### config.mk
export PLATFORM = sky130hd
export DESIGN_NAME = fir_seq_ctrl
export DESIGN_NICKNAME = d
export VERILOG_FILES = /design/src/rtl/fir_seq_pkg.sv /design/src/rtl/wrap_addr_cnt.sv /design/src/rtl/fir_seq_ctrl.sv
export SDC_FILE = /design/constraint.sdc
export NUM_CORES = 1
export LEC_CHECK = 0
export CAP_MARGIN = 15
export CORE_MARGIN = 2
export CORE_UTILIZATION = 55
export DETAILED_ROUTE_END_ITERATION = 10
export HOLD_SLACK_MARGIN = 0.06
export MAX_ROUTING_LAYER = met4
export PLACE_DENSITY = 0.81
export SLEW_MARGIN = 15
export SYNTH_ARGS = -nofsm -noshare
export SYNTH_HDL_FRONTEND = slang
export SYNTH_SLANG_ARGS = --single-unit
### constraint.sdc
create_clock -name clk -period 4.3 [get_ports clk]
set_input_delay 0.43 -clock clk [delete_from_list [all_inputs] [get_ports clk]]
set_output_delay 0.43 -clock clk [all_outputs]
set_load 0.03 [all_outputs]
### src/rtl/fir_seq_pkg.sv
// -----------------------------------------------------------------------------
// fir_seq_pkg
// Shared types and defaults for the FIR filter-bank scheduler.
//   seq_state_t   : scheduler FSM state (IDLE / RUN / DONE), 2 bits
//   DEF_NUM_TAPS  : default coefficient count per filter
//   DEF_QUEUE_DEPTH / DEF_QA_W : default circular sample queue geometry
//   calc_seq_len  : length of the sequencing window for a given tap count
// -----------------------------------------------------------------------------
package fir_seq_pkg;

    typedef enum logic [1:0] {
        IDLE = 2'd0,
        RUN  = 2'd1,
        DONE = 2'd2
    } seq_state_t;

    localparam int DEF_NUM_TAPS    = 1021;
    localparam int DEF_QUEUE_DEPTH = 1536;
    localparam int DEF_QA_W        = 11;
    localparam int DEF_CNT_W       = 11;

    // One extra cycle beyond the tap count: the coefficient ROM has a
    // single cycle of read latency, so the last product lands one cycle late.
    function automatic int calc_seq_len(input int num_taps);
        return num_taps + 1;
    endfunction

endpackage

### src/rtl/wrap_addr_cnt.sv
// -----------------------------------------------------------------------------
// wrap_addr_cnt
// Address counter for a circular buffer whose depth need not be a power of
// two. Load has priority over increment; increment wraps DEPTH-1 -> 0 so the
// address never reaches DEPTH.
// Ports:
//   clk, rst   : clock, synchronous active-high reset (address -> 0)
//   load       : load load_val this edge
//   load_val   : value to load (must be < DEPTH)
//   inc        : advance by one, modulo DEPTH
//   addr       : current address (registered)
// -----------------------------------------------------------------------------
module wrap_addr_cnt
    import fir_seq_pkg::*;
#(
    parameter int DEPTH = DEF_QUEUE_DEPTH,
    parameter int AW    = DEF_QA_W
) (
    input  logic          clk,
    input  logic          rst,
    input  logic          load,
    input  logic [AW-1:0] load_val,
    input  logic          inc,
    output logic [AW-1:0] addr
);

    localparam logic [AW-1:0] LAST_ADDR = AW'(DEPTH - 1);

    logic [AW-1:0] addr_q;

    always_ff @(posedge clk) begin
        if (rst) begin
            addr_q <= '0;
        end else if (load) begin
            addr_q <= load_val;
        end else if (inc) begin
            addr_q <= (addr_q == LAST_ADDR) ? '0 : addr_q + 1'b1;
        end
    end

    assign addr = addr_q;

endmodule

### src/rtl/fir_seq_ctrl.sv
// -----------------------------------------------------------------------------
// fir_seq_ctrl
// Scheduler for the stereo FIR filter bank. Each accepted audio sample opens
// a window of SEQ_LEN cycles during which `sequencing` is high and the queue
// read address walks forward from the oldest sample. The cycle after the
// window, `filt_done` strobes once so the filter sums can be captured.
//
// Sample handshake: smpl_rdy is a one-cycle pulse with no back-pressure.
// While idle it is accepted only if q_full is high (otherwise the queue is
// still priming and the pulse is ignored). While busy it is held in a 1-deep
// pending slot; a pulse arriving with the slot already occupied is dropped and
// raises the sticky overrun flag.
//
// Ports:
//   clk, rst    : clock, synchronous active-high reset
//   smpl_rdy    : new L/R sample written to the queue (1-cycle pulse)
//   q_full      : queue holds at least NUM_TAPS samples
//   q_old_ptr   : address of oldest queue entry, loaded at window start
//   clr_ovr     : clear sticky overrun (a same-cycle new overrun wins)
//   sequencing  : filter enable, shared by all filter instances
//   q_rd_addr   : queue read address
//   filt_done   : 1-cycle capture strobe for filter outputs
//   busy        : high while in RUN or DONE
//   overrun     : sticky, a sample was dropped
// -----------------------------------------------------------------------------
module fir_seq_ctrl
    import fir_seq_pkg::*;
#(
    parameter int NUM_TAPS    = DEF_NUM_TAPS,
    parameter int SEQ_LEN     = calc_seq_len(NUM_TAPS),
    parameter int QUEUE_DEPTH = DEF_QUEUE_DEPTH,
    parameter int QA_W        = DEF_QA_W,
    parameter int CNT_W       = DEF_CNT_W
) (
    input  logic            clk,
    input  logic            rst,
    input  logic            smpl_rdy,
    input  logic            q_full,
    input  logic [QA_W-1:0] q_old_ptr,
    input  logic            clr_ovr,
    output logic            sequencing,
    output logic [QA_W-1:0] q_rd_addr,
    output logic            filt_done,
    output logic            busy,
    output logic            overrun
);

    // Parameter sanity, caught at elaboration.
    generate
        if ((2 ** QA_W) < QUEUE_DEPTH) begin : g_bad_qa_w
            $error("fir_seq_ctrl: QA_W too narrow for QUEUE_DEPTH");
        end
        if ((2 ** CNT_W) <= SEQ_LEN) begin : g_bad_cnt_w
            $error("fir_seq_ctrl: CNT_W too narrow for SEQ_LEN");
        end
    endgenerate

    localparam logic [CNT_W-1:0] CNT_LAST = CNT_W'(SEQ_LEN - 1);

    seq_state_t       state_q, state_d;
    logic [CNT_W-1:0] cnt_q, cnt_d;
    logic             pending_q, pending_d;
    logic             overrun_q, overrun_d;
    logic             ovr_set;
    logic             addr_load;
    logic             addr_inc;

    logic             seq_q;
    logic             done_q;
    logic             busy_q;

    // ------------------------------------------------------------------
    // Next-state, counter, pending slot and address control.
    // ------------------------------------------------------------------
    always_comb begin
        state_d   = state_q;
        cnt_d     = cnt_q;
        pending_d = pending_q;
        ovr_set   = 1'b0;
        addr_load = 1'b0;
        addr_inc  = 1'b0;

        unique case (state_q)
            IDLE: begin
                // q_full is only consulted here, at window start; a pulse
                // while the queue is still filling is simply not a sample.
                if (smpl_rdy && q_full) begin
                    state_d   = RUN;
                    cnt_d     = '0;
                    addr_load = 1'b1;
                end
            end

            RUN: begin
                addr_inc = 1'b1;
                if (smpl_rdy) begin
                    if (pending_q) begin
                        ovr_set = 1'b1;
                    end else begin
                        pending_d = 1'b1;
                    end
                end
                if (cnt_q == CNT_LAST) begin
                    state_d = DONE;
                    cnt_d   = '0;
                end else begin
                    cnt_d = cnt_q + 1'b1;
                end
            end

            DONE: begin
                cnt_d = '0;
                // A pulse landing in DONE counts as a pending sample, so the
                // next window starts right after filt_done either way. If the
                // slot was already occupied, the new pulse is the one dropped.
                if (smpl_rdy && pending_q) begin
                    ovr_set = 1'b1;
                end
                if (pending_q || smpl_rdy) begin
                    state_d   = RUN;
                    pending_d = 1'b0;
                    addr_load = 1'b1;
                end else begin
                    state_d = IDLE;
                end
            end

            default: begin
                state_d   = IDLE;
                cnt_d     = '0;
                pending_d = 1'b0;
            end
        endcase

        // A fresh overrun beats a same-cycle clear so no drop goes unseen.
        if (ovr_set) begin
            overrun_d = 1'b1;
        end else if (clr_ovr) begin
            overrun_d = 1'b0;
        end else begin
            overrun_d = overrun_q;
        end
    end

    // ------------------------------------------------------------------
    // State register. Outputs are decoded from the next state and
    // registered, so they line up with the state they describe.
    // ------------------------------------------------------------------
    always_ff @(posedge clk) begin
        if (rst) begin
            state_q   <= IDLE;
            cnt_q     <= '0;
            pending_q <= 1'b0;
            overrun_q <= 1'b0;
            seq_q     <= 1'b0;
            done_q    <= 1'b0;
            busy_q    <= 1'b0;
        end else begin
            state_q   <= state_d;
            cnt_q     <= cnt_d;
            pending_q <= pending_d;
            overrun_q <= overrun_d;
            seq_q     <= (state_d == RUN);
            done_q    <= (state_d == DONE);
            busy_q    <= (state_d != IDLE);
        end
    end

    // ------------------------------------------------------------------
    // Queue read address: loads the oldest-sample pointer at window start
    // and walks forward once per RUN cycle with modulo-depth wrap.
    // ------------------------------------------------------------------
    wrap_addr_cnt #(
        .DEPTH (QUEUE_DEPTH),
        .AW    (QA_W)
    ) u_rd_addr (
        .clk      (clk),
        .rst      (rst),
        .load     (addr_load),
        .load_val (q_old_ptr),
        .inc      (addr_inc),
        .addr     (q_rd_addr)
    );

    assign sequencing = seq_q;
    assign filt_done  = done_q;
    assign busy       = busy_q;
    assign overrun    = overrun_q;

endmodule
==> flow_summary.ini <==
[cts]
post_cts_resized = 0
cts_tree = done
clkSinkCount = 29
htree_num_levels = 2
clockBufferDepth = 2
cts_buffers = 5
clk_pin_slew_ns = 0.10
cts_setup_buffers = 0
clkLatencyLatePin_ns = 0.33
root_buffer = clkbuf_4
cts-hold-fix-buffers = 0

[final_layout]
layout-area-overhead-vs-synth_pct = 23.3
final_cell_mix = clkdlybuf4s50_1, dfxtp_1, nor2_1, a21oi_1
final_area_um2 = 1910
drive_gt1_share_pct = 6.94
n_antenna_cell = 0
layout_commonest_cell = clkdlybuf4s50_1
nets = 238

[status]
status = completed

[sta]
tns_ns = 0
worst_pin_slew_ns = 1.03
slew_headroom_pct = 31.0
finalHoldViolCount = 0
period_share_pct = 58.2
maxSlewViolCount = 0
rsz0062_at_grt = false
period_minus_slack_ns = 2.50
finalSetupViolCount = 0
skew_ns = 0.0130
max_freq_mhz = 400

[logic_synthesis]
syn_area_per_cell_um2 = 8.44
netlist_area_um2 = 1550
post_synth_num_cell_types = 47
synthCells = 184
ys_seq_area_share_pct = 37.4
synth_ff_type = dfxtp_1
async_flop_share_pct = 0
synth_edf_count = 0
synth-seq-cells = 29
synth.net_count = 207
yosys_warnings = 0

[floorplanning]
fp-row-count = 19
initial_core_util_pct = 57.3
core-area_um2 = 2710
dieWidth_um = 57.1
die_height_um = 57.1
die_area_um2 = 3260
io_pins = 31

[routing]
viasPerCell = 6.11
num_vias = 1509
drtAntennaViolNets = 0
drc_errors = 0
routedWlPerCell_um = 15.4
wl_met3_um = 157
wl_met1_um = 1760
wl_met2_um = 1820
drtPass1Iterations = 4
wirelength_um = 3800
dr.first_iter.drc_count = 47
dr.max_layer_used = met4

[critical_path]
path_buf_inv = 1
worst_setup_path_start_kind = flop
cp_cell_sequence = inv_1 -> ha_1 -> a21oi_2 -> nor2_1 -> nor2_2 -> a221oi_1 -> nor3_1
crit_arrival_ns = 2.70
crit_family = simple AND/OR/NAND/NOR gates
r2r_setup_slack_ns = 1.80
timing.rr.end = u_rd_addr.addr[1]
endpoint_kind = flop
reg2reg_from = state_q[0]
slowest_stage = nor2_1
worst-path-max-fanout = 16
crit_type = flop to flop
ff2ff_path_depth = 7
slowest_delay_ns = 0.79
cp.required_ns = 4.50

[global_routing]
antenna_found_initial = 0
grt_pass1_wl_um = 6470
grt_pass1_vias = 1459
grt_max_degree = 19
overflow = 0
grt_usage_pct = 26.0

[worst_hold_path]
holdCritStartpoint = overrun
min_path_cells = 2
hold_class = flop to flop
hold-path-endpoint = overrun

[power]
p_per_area_nw_per_um2 = 291
power.leakage_nw = 0.685
vdd.ir_drop.worst_mv = 0.296
power_uw = 556

[placement]
port_buffers = 30
gp_congestion = 0.828
post_dp_cell_area_um2 = 1860
hpwl_um = 2800

[run]
maxCapViolCount = 0
## cells in the mapped netlist (3+ instances only)
cell type  instances  area (um^2)
a211oi_1           3         22.5
a21o_1             3         22.5
a21oi_1           12         60.1
and2_1             3         18.8
clkbuf_1           3         11.3
dfxtp_1           29          581
ha_1               7         87.6
inv_1             10         37.5
nand2_1            8         30.0
nand2b_1           6         37.5
nand3_1            7         35.0
nand4_1            4         25.0
nor2_1            17         63.8
nor3_1             7         35.0
nor4_1             4         25.0
o21ai_0           10         50.1
or3_1              4         25.0
xor2_1             5         43.8
## cell type report
cell class                 instances  area (um^2)
tap                               31         38.8
timing repair buffer              30          300
clock buffer                       6         41.3
fill                             244          796
clock inverter                     2         10.0
inverter                          10         37.5
sequential                        29          581
multi-input combinational        139          906
## flip-flops by register name, indices dropped and copies added (netlist names)
signal and flops:
u_rd_addr.addr 11, state_q 2, cnt_q 11, filt_done 1
pending_q 1, sequencing 1, busy 1, overrun 1
## logic make-up after synthesis
| kind of cell | after synthesis | share of synthesized area [%] |
|---|---|---|
| AND/OR/NAND/NOR | 75 | 26.7 |
| AO/OA/AOI/OAI | 50 | 22.1 |
| flip-flops | 29 | 37.4 |
| buffers and inverters | 16 | 4.27 |
| XOR/XNOR | 7 | 3.95 |
| adder cells (fa/ha/maj) | 7 | 5.64 |
## routing by layer
layer  global-route usage [%]  vias to the layer above
met4                     8.64                        0
met3                     7.48                        8
met5                        -                        -
li1                         -                      738
met1                     32.4                      730
met2                     40.6                       33
## worst max path at each step
stage | startpoint | slack [ns] | to | depth (start not counted)
after floorplan | u_rd_addr.addr[1] | 2.33 | u_rd_addr.addr[0] | 6
after global routing | state_q[0] | 1.68 | u_rd_addr.addr[1] | 7
after CTS | state_q[0] | 1.89 | u_rd_addr.addr[1] | 7
after detailed placement | smpl_rdy | 1.71 | u_rd_addr.addr[0] | 6
after global placement | smpl_rdy | 1.83 | u_rd_addr.addr[0] | 6
final | state_q[0] | 1.80 | u_rd_addr.addr[1] | 7
## worst reg2reg max path, cell delays in order (launching register included)
cell and delay (ns):
dfxtp_1 0.40, inv_1 0.12, ha_1 0.30, a21oi_2 0.12, nor2_1 0.79, nor2_2 0.20
a221oi_1 0.34, nor3_1 0.09
## stage by stage
| step | utilization [%] | hold WS (ns) | setup WS (ns) | instances |
|---|---|---|---|---|
| 2_1_floorplan | - | 0.467 | 2.33 | 184 |
| 3_3_place_gp | 68.7 | 0.461 | 1.83 | 239 |
| 3_5_place_dp | 68.7 | 0.471 | 1.71 | 239 |
| 4_1_cts | 70.6 | 0.486 | 1.89 | 247 |
| 5_1_grt | 70.6 | 0.514 | 1.68 | 247 |
| 6_report | 70.6 | 0.481 | 1.80 | 247 |
## power by group
group	internal (mW)	leakage, nW	total [mW]	switching (mW)
sequential	0.279	0.236	0.293	0.0144
clock	0.0621	0.0320	0.160	0.0976
combinational	0.0464	0.417	0.103	0.0568
(Power assumes the default switching activity.)
